$ cat config.mk
export PLATFORM = sky130hd
export DESIGN_NAME = seg7_disp_ctrl_flat
export DESIGN_NICKNAME = d
export VERILOG_FILES = /design/src/rtl/seg7_disp_ctrl_if.sv /design/src/rtl/seg7_disp_ctrl.sv /design/src/flat_wrapper.sv
export SDC_FILE = /design/constraint.sdc
export NUM_CORES = 1
export LEC_CHECK = 0
export ABC_CLOCK_PERIOD_IN_PS = 3150
export CAP_MARGIN = 20
export CORE_MARGIN = 5
export CORE_UTILIZATION = 40
export DETAILED_ROUTE_END_ITERATION = 10
export PLACE_DENSITY = 0.74
export SYNTH_ARGS = -nofsm -noshare
export SYNTH_HDL_FRONTEND = slang
export SYNTH_SLANG_ARGS = --single-unit
$ cat constraint.sdc
create_clock -name clk -period 3.15 [get_ports clk]
set_clock_uncertainty 0.05 [all_clocks]
set_input_delay 0.945 -clock clk [delete_from_list [all_inputs] [get_ports clk]]
set_output_delay 0.945 -clock clk [all_outputs]
set_load 0.02 [all_outputs]
$ cat src/rtl/seg7_disp_ctrl_if.sv
// -----------------------------------------------------------------------------
// seg7_disp_ctrl_if
// CPU register bus for the 7-segment display front end.
//   we     : write strobe, one cycle per write
//   addr   : register select (0 hex text, 1 point/LES, 2 ctrl, 3 status)
//   wdata  : write data
//   rdata  : read data, combinational from addr
// master modport = bus initiator (CPU side), slave modport = seg7_disp_ctrl.
// -----------------------------------------------------------------------------
interface seg7_disp_ctrl_if;
    logic        we;
    logic [1:0]  addr;
    logic [31:0] wdata;
    logic [31:0] rdata;

    modport master (
        output we,
        output addr,
        output wdata,
        input  rdata
    );

    modport slave (
        input  we,
        input  addr,
        input  wdata,
        output rdata
    );
endinterface

$ cat src/rtl/seg7_disp_ctrl.sv
// -----------------------------------------------------------------------------
// seg7_disp_ctrl
// Bus-facing front end of the 7-segment serial display path. CPU writes land in
// staging registers; a stable copy is presented to the segment driver and a
// one-cycle Start launches each serial transfer. busy covers the whole window.
//
// Ports
//   clk    in   system clock, rising edge
//   rst    in   synchronous reset, active low
//   bus    slave modport of seg7_disp_ctrl_if (we, addr, wdata, rdata)
//   Hexs   out  displayed hex/segment text
//   point  out  decimal-point enables
//   LES    out  digit blank/flash enables
//   flash  out  blink phase (flash_en & fcnt[FLASH_DIV])
//   Start  out  one-cycle transfer launch
//   busy   out  transfer window active (LOAD or SHIFT)
//
// Build option
//   SEG7_AUTO_REFRESH_EN : when defined, adds the auto-refresh timer and the
//                          ctrl.auto_en bit; otherwise neither exists.
// -----------------------------------------------------------------------------
module seg7_disp_ctrl #(
    parameter int unsigned SHIFT_CYCLES   = 140,
    parameter int unsigned REFRESH_CYCLES = 1_000_000,
    parameter int unsigned FLASH_DIV      = 24
) (
    input  logic                 clk,
    input  logic                 rst,
    seg7_disp_ctrl_if.slave      bus,
    output logic [31:0]          Hexs,
    output logic [7:0]           point,
    output logic [7:0]           LES,
    output logic                 flash,
    output logic                 Start,
    output logic                 busy
);

    typedef enum logic [1:0] {
        IDLE  = 2'd0,
        LOAD  = 2'd1,
        SHIFT = 2'd2
    } state_t;

    state_t      state_q, state_d;
    logic [31:0] cnt_q, cnt_d;
    logic [31:0] fcnt_q, fcnt_d;

    logic [31:0] stg_hex_q, stg_hex_d;
    logic [7:0]  stg_pt_q, stg_pt_d;
    logic [7:0]  stg_les_q, stg_les_d;
    logic        flash_en_q, flash_en_d;
    logic        pending_q, pending_d;

    logic [31:0] hex_q, hex_d;
    logic [7:0]  pt_q, pt_d;
    logic [7:0]  les_q, les_d;

    logic        wr_hex, wr_ptles, wr_ctrl;
    logic        refresh_hit;
    logic        auto_en;
    logic        load;

    assign wr_hex   = bus.we && (bus.addr == 2'd0);
    assign wr_ptles = bus.we && (bus.addr == 2'd1);
    assign wr_ctrl  = bus.we && (bus.addr == 2'd2);

    // A display update is taken exactly on the IDLE->LOAD edge.
    assign load = (state_q == IDLE) && pending_q;

`ifdef SEG7_AUTO_REFRESH_EN
    logic        auto_en_q, auto_en_d;
    logic [31:0] rcnt_q, rcnt_d;

    always_comb begin
        auto_en_d   = auto_en_q;
        rcnt_d      = rcnt_q;
        refresh_hit = 1'b0;
        if (wr_ctrl) begin
            auto_en_d = bus.wdata[0];
        end
        if (!auto_en_q) begin
            rcnt_d = '0;
        end else if (rcnt_q == 32'(REFRESH_CYCLES - 1)) begin
            rcnt_d      = '0;
            refresh_hit = 1'b1;
        end else begin
            rcnt_d = rcnt_q + 32'd1;
        end
    end

    always_ff @(posedge clk) begin
        if (!rst) begin
            auto_en_q <= 1'b0;
            rcnt_q    <= '0;
        end else begin
            auto_en_q <= auto_en_d;
            rcnt_q    <= rcnt_d;
        end
    end

    assign auto_en = auto_en_q;
`else
    assign refresh_hit = 1'b0;
    assign auto_en     = 1'b0;
`endif

    // Staging, control, pending and free-running blink counter.
    always_comb begin
        stg_hex_d  = stg_hex_q;
        stg_pt_d   = stg_pt_q;
        stg_les_d  = stg_les_q;
        flash_en_d = flash_en_q;
        fcnt_d     = fcnt_q + 32'd1;

        if (wr_hex) begin
            stg_hex_d = bus.wdata;
        end
        if (wr_ptles) begin
            stg_pt_d  = bus.wdata[15:8];
            stg_les_d = bus.wdata[7:0];
        end
        if (wr_ctrl) begin
            flash_en_d = bus.wdata[1];
        end

        // A write on the load edge re-arms pending, so the new value gets
        // its own transfer right after the current one.
        pending_d = (pending_q && !load) || wr_hex || wr_ptles || refresh_hit;
    end

    // Transfer FSM: next state, window counter and output snapshot.
    always_comb begin
        state_d = state_q;
        cnt_d   = cnt_q;
        hex_d   = hex_q;
        pt_d    = pt_q;
        les_d   = les_q;

        unique case (state_q)
            IDLE: begin
                if (pending_q) begin
                    state_d = LOAD;
                    hex_d   = stg_hex_q;
                    pt_d    = stg_pt_q;
                    les_d   = stg_les_q;
                end
            end
            LOAD: begin
                // SHIFT runs for SHIFT_CYCLES-1 cycles: counter values N-2..0.
                state_d = SHIFT;
                cnt_d   = 32'(SHIFT_CYCLES - 2);
            end
            SHIFT: begin
                if (cnt_q == '0) begin
                    state_d = IDLE;
                end else begin
                    cnt_d = cnt_q - 32'd1;
                end
            end
            default: begin
                state_d = IDLE;
                cnt_d   = '0;
            end
        endcase
    end

    always_ff @(posedge clk) begin
        if (!rst) begin
            state_q    <= IDLE;
            cnt_q      <= '0;
            fcnt_q     <= '0;
            stg_hex_q  <= '0;
            stg_pt_q   <= '0;
            stg_les_q  <= '0;
            flash_en_q <= 1'b0;
            pending_q  <= 1'b1;
            hex_q      <= '0;
            pt_q       <= '0;
            les_q      <= '0;
        end else begin
            state_q    <= state_d;
            cnt_q      <= cnt_d;
            fcnt_q     <= fcnt_d;
            stg_hex_q  <= stg_hex_d;
            stg_pt_q   <= stg_pt_d;
            stg_les_q  <= stg_les_d;
            flash_en_q <= flash_en_d;
            pending_q  <= pending_d;
            hex_q      <= hex_d;
            pt_q       <= pt_d;
            les_q      <= les_d;
        end
    end

    // Only one bit of the blink counter reaches an output.
    logic unused_fcnt;
    assign unused_fcnt = ^fcnt_q;

    always_comb begin
        bus.rdata = '0;
        unique case (bus.addr)
            2'd0:    bus.rdata = stg_hex_q;
            2'd1:    bus.rdata = {16'd0, stg_pt_q, stg_les_q};
            2'd2:    bus.rdata = {30'd0, flash_en_q, auto_en};
            default: bus.rdata = {30'd0, pending_q, busy};
        endcase
    end

    assign Hexs  = hex_q;
    assign point = pt_q;
    assign LES   = les_q;
    assign flash = flash_en_q & fcnt_q[FLASH_DIV];
    assign Start = (state_q == LOAD);
    assign busy  = (state_q != IDLE);

endmodule

$ cat src/flat_wrapper.sv
// flat-port wrapper written by rule: the top's interface ports become plain ports
module seg7_disp_ctrl_flat 
#(
    parameter int unsigned SHIFT_CYCLES   = 140,
    parameter int unsigned REFRESH_CYCLES = 1_000_000,
    parameter int unsigned FLASH_DIV      = 24
)
  (clk, rst, Hexs, point, LES, flash, Start, busy, bus_we, bus_addr, bus_wdata, bus_rdata);
  seg7_disp_ctrl_if bus_i ();
  input  logic clk;
  input  logic rst;
  output logic [31:0] Hexs;
  output logic [7:0] point;
  output logic [7:0] LES;
  output logic flash;
  output logic Start;
  output logic busy;
  input wire logic [$bits(bus_i.we)-1:0] bus_we;
  input wire logic [$bits(bus_i.addr)-1:0] bus_addr;
  input wire logic [$bits(bus_i.wdata)-1:0] bus_wdata;
  output wire logic [$bits(bus_i.rdata)-1:0] bus_rdata;
  assign bus_i.we = bus_we;
  assign bus_i.addr = bus_addr;
  assign bus_i.wdata = bus_wdata;
  assign bus_rdata = bus_i.rdata;
  seg7_disp_ctrl #(.SHIFT_CYCLES(SHIFT_CYCLES), .REFRESH_CYCLES(REFRESH_CYCLES), .FLASH_DIV(FLASH_DIV)) u_core (.clk(clk), .rst(rst), .bus(bus_i), .Hexs(Hexs), .point(point), .LES(LES), .flash(flash), .Start(Start), .busy(busy));
endmodule
---- Word level (Yosys, flattened, before mapping) ----
Index checks and enable logic that the tools add are counted.
Widths: inputs -> output; s select.
operators by class
  multiplexer cells ....................... 6
  bitwise gates (word level) .............. 2
  eq/ne operators ......................... 7
  add/sub/neg operators ................... 2
  reductions and logical operators ........ 15
operators by type and width
  cell                   count
  $pmux 32 s3            2
  $add 32x1->32 const B  1
  $logic_not 32->1       1
  $mux 32                1
  $sub 32x1->32 const B  1
  $pmux 2 s3             1
  $reduce_and 2->1       3
  $logic_and 1x1->1      5
  $eq 2x1->1 const B     2
  $eq 2x2->1 const B     2
  $logic_not 2->1        2
  $mux 2                 2
  $ne 2x1->1 const B     2
  $logic_or 1x1->1       2
  $ne 2x2->1 const B     1
  $reduce_bool 2->1      1
  $and 1x1->1            1
  $logic_not 1->1        1
  $not 1->1              1
storage, ports and cells
  register bits ........................... 164

---- Logic depth before layout (Yosys ltp) ----
  depth in word-level cells ............... 6
  depth in mapped cells ................... 9
  gate-level depth less buffers ........... 7

---- Worst setup path after synthesis ----
No wires, ideal clock.
  path kind ............................... input-to-output
  start point ............................. input port bus_addr[0]
  end point ............................... output port bus_rdata[0]
  path buffers ............................ 2
  data arrival time ....................... 2.267 ns
  stages on the path ...................... 4
  setup slack ............................. -0.112 ns
  cell sequence ........................... clkbuf_1 > clkbuf_1 > a21oi_1 > a21oi_1
on the way
  longest elaborated chain between the ends .. 2
ends and longest elaborated chain
  element                             line                   RTL
  start, declared                     flat_wrapper.sv:19     input wire logic [$bits(bus_i.addr)-1:0] bus_addr;
  $eq 2x2->1 (tied with other cells)  seg7_disp_ctrl.sv:201  unique case (bus.addr)
  $pmux 32 s3 (*)                     seg7_disp_ctrl.sv:201
  end, declared                       flat_wrapper.sv:21     output wire logic [$bits(bus_i.rdata)-1:0] bus_rdata;
Mark *: on every way between the ends. The rest lies on a longest branch, timed or not.

---- Worst setup path in the final report ----
  start point ............................. input port bus_addr[1]
  end point ............................... output port bus_rdata[1]
Same word-level chain as after synthesis.

==> reports/qor.csv <==
stage,metric,value,unit
floorplanning,width of the die,141,um
finish,area of the multi-input gates,3430,sq um
critical_path,crit path DAT,2090,ps
place,GPL Wtd Cong,0.868,
clock_network,clk root buf,clkbuf_16,
finish,# diodes,0,
finish,fin cells,1209,
routing,drt first pass iters,5,
global_route,initial antenna violation count,0,
place,number of port buffers,119,
flow_run,total of max-cap violations,0,
finish,Finished Cell Area,8990,sq um
place,post-DP HPWL,12700,um
floorplanning,die area,19800,sq um
logic_synthesis,Ys Warns,0,
critical_path,required time worst endpoint,2150,ps
place,DP Cell Count,1176,
logic_synthesis,async set-reset flop share out of synthesis,0,
floorplanning,Die H,141,um
logic_synthesis,syn_nets,903,
clock_network,CTS Buf Count,17,
clock_network,Worst-Skew Late Latency,420,ps
global_route,global-route wire length before repair,30600,um
sta,Final Max Tran Viols,0,
routing,post-DR vias/cell,5.34,
finish,register area,3140,sq um
clock_network,clock transition at the registers of the reported paths,60,ps
place,placed cell area,8400,sq um
logic_synthesis,Yosys reg bits,157,
clock_network,CTS H-tree lvls,4,
sta,Least-Margin Pin Slew,673,ps
critical_path,crit start category,input port,
sta,Slew HR,0.550,
clock_network,CTS sink count,157,
worst_hold_path,worst hold-check path type,flop to flop,
sta,RSZ-0062 raised after global routing,no,
routing,Initial DRC Count,437,
floorplanning,io pins,120,
routing,Routed Antenna Nets,0,
sta,final hold vios,0,
power_and_ir_drop,VDD IR max,0.000441,V
logic_synthesis,Post-Syn Instances,861,
finish,P&R area growth vs syn,31.6,%
logic_synthesis,post-synth cell types,48,
sta,setup_tns,0,ps
global_route,Overflow after GRT,0,
finish,count of nets after finishing,1018,
logic_synthesis,syn avg cell area,7.94,sq um
floorplanning,Site Rows,47,
logic_synthesis,Post-Syn Area,6830,sq um
floorplanning,core region area,16700,sq um
global_route,number of global-route vias before repair,5948,
power_and_ir_drop,PD cells,553,nW/um^2
floorplanning,effective utilization at floorplan,0.409,
critical_path,Crit Path Class,input port to output port,
global_route,largest net degree at the start of global routing,50,
logic_synthesis,Post-synth EDFFs,0,
sta,Hold Slack,404,ps
finish,fillers,1588,
power_and_ir_drop,leak pwr,3.37,nW
critical_path,"critical path fanouts, max",4,
finish,layout cells sized above 1,0.0849,
routing,routed wire length,18900,um
routing,vias,6459,
logic_synthesis,"Seq/Total Area, Yosys",0.460,
global_route,Total GRT Usage,0.186,
logic_synthesis,Synth Flop Type,dfxtp_1,
routing,Remaining DRCs,0,
sta,crit path time final,3080,ps
critical_path,kind of end point of the critical path,output port,
sta,post-route clock period utilization,0.979,
clock_network,clock buffer depth,2,
routing,WL/cell,15.6,um
clock_network,CTS tree,built,
outcome,status,"finished, final reports clean",
sta,setup violators final,0,
sta,f_max,324,MHz
[worst max-delay path, cell delays in order]
cell	delay (ps)
clkdlybuf4s15_1	300
mux4_2	520
dlygate4sd2_1	330
[power breakdown]
| part | internal [mW] | switching [mW] |
|---|---|---|
| combinational | 0.291 | 0.532 |
| clock | 1.21 | 0.863 |
| sequential | 2.04 | 0.0404 |
| total | 3.53 | 1.44 |
[stage by stage]
step | util | power [mW] | setup slack, ps
2_1_floorplan | - | 2.60 | 51.2
3_3_place_gp | 0.503 | 2.93 | -483
3_5_place_dp | 0.503 | 2.94 | -517
4_1_cts | 0.539 | 5.00 | 30.0
5_1_grt | 0.539 | 5.18 | 5.32
6_report | 0.539 | 4.97 | 66.2
[Yosys cell counts, types with 3 or more instances]
cell,instances,area share
nor3_1,16,0.012
o31a_1,4,0.0051
mux2i_1,17,0.025
or3_1,7,0.0064
o211ai_1,11,0.012
clkbuf_1,51,0.028
and4_1,6,0.0077
inv_1,10,0.0055
buf_1,3,0.0016
o31ai_1,10,0.011
nor4_2,3,0.0055
o311ai_0,3,0.0038
ha_1,5,0.0092
and3_1,11,0.010
a31oi_1,7,0.0064
a21oi_1,120,0.088
nor4_1,10,0.0092
nand2_1,220,0.12
xor2_1,10,0.013
dfxtp_1,157,0.46
nand3_1,19,0.014
o221a_2,5,0.0082
nor2_1,57,0.031
or4_1,3,0.0033
and2_1,27,0.025
xnor2_1,11,0.014
nand4_1,19,0.017
o21ai_0,16,0.012
[layer usage]
metal	part of all wire	global-route usage
met1	0.46	0.249
met2	0.47	0.301
met3	0.050	0.0400
met4	0.017	0.0612
met5	0	0
[layout make-up]
type                    instances  share of cell area
well taps                     220              0.0306
flip-flops and latches        157               0.349
clock inverters                13              0.0170
inverters                      10             0.00445
repair buffers                153               0.168
clock buffers                  19              0.0492
multi-input cells             637               0.382
[kinds of logic after synthesis]
group,count (synthesis),share of synthesized area
simple gates,408,0.275
compound gates,185,0.161
flops,157,0.460
buf+inv,67,0.0395
xor+xnor,21,0.0269
mux,18,0.0282
fa+ha+maj,5,0.00915
[state kept, by name (all words and copies together), names as in the netlist]
| signal | cells |
|---|---|
| u_core.Hexs | 32 |
| u_core.LES | 8 |
| u_core.cnt_q | 32 |
| u_core.fcnt_q | 25 |
| u_core.flash_en_q | 1 |
| u_core.pending_q | 1 |
| u_core.point | 8 |
| u_core.state_q | 2 |
| u_core.stg_hex_q | 32 |
| u_core.stg_les_q | 8 |
| u_core.stg_pt_q | 8 |
[final timing paths]
kind                                                       to                           from  slack, ps  cells past startpoint
worst max-delay path                             bus_rdata[1]                    bus_addr[1]         70                      3
worst min register to register     u_core.LES[2]$_SDFFE_PN0P_     u_core.LES[2]$_SDFFE_PN0P_        400                      2
worst min-delay path               u_core.LES[2]$_SDFFE_PN0P_     u_core.LES[2]$_SDFFE_PN0P_        400                      2
worst max register to register  u_core.cnt_q[23]$_SDFFE_PN0P_  u_core.cnt_q[26]$_SDFFE_PN0P_        580                      5
[what timing repair did]
| item | CTS | global route |
|---|---|---|
| hold buffers | 0 | 0 |
| endpoints found under the setup margin | 32 | 2 |
| gates cloned | 1 | 0 |
| buffers inserted | 0 | 0 |
| resized for setup | 40 | 3 |
[placed cells by master, fill, tap and decap left out, drive strengths merged, types with 4 or more instances in the layout]
cell,count
mux2i,17
dlygate4sd2,32
and4,6
or4,4
nor4,13
o31ai,10
o211ai,11
nor2,57
a21oi,121
and2,28
o21ai,16
dfxtp,157
nand4,19
nand3,19
nor3,16
clkdlybuf4s50,85
or3,8
o221a,5
xnor2,11
buf,34
inv,16
o31a,4
xor2,10
a31oi,7
clkbuf,19
nand2,220
ha,5
and3,11
(Power assumes the default switching activity.)
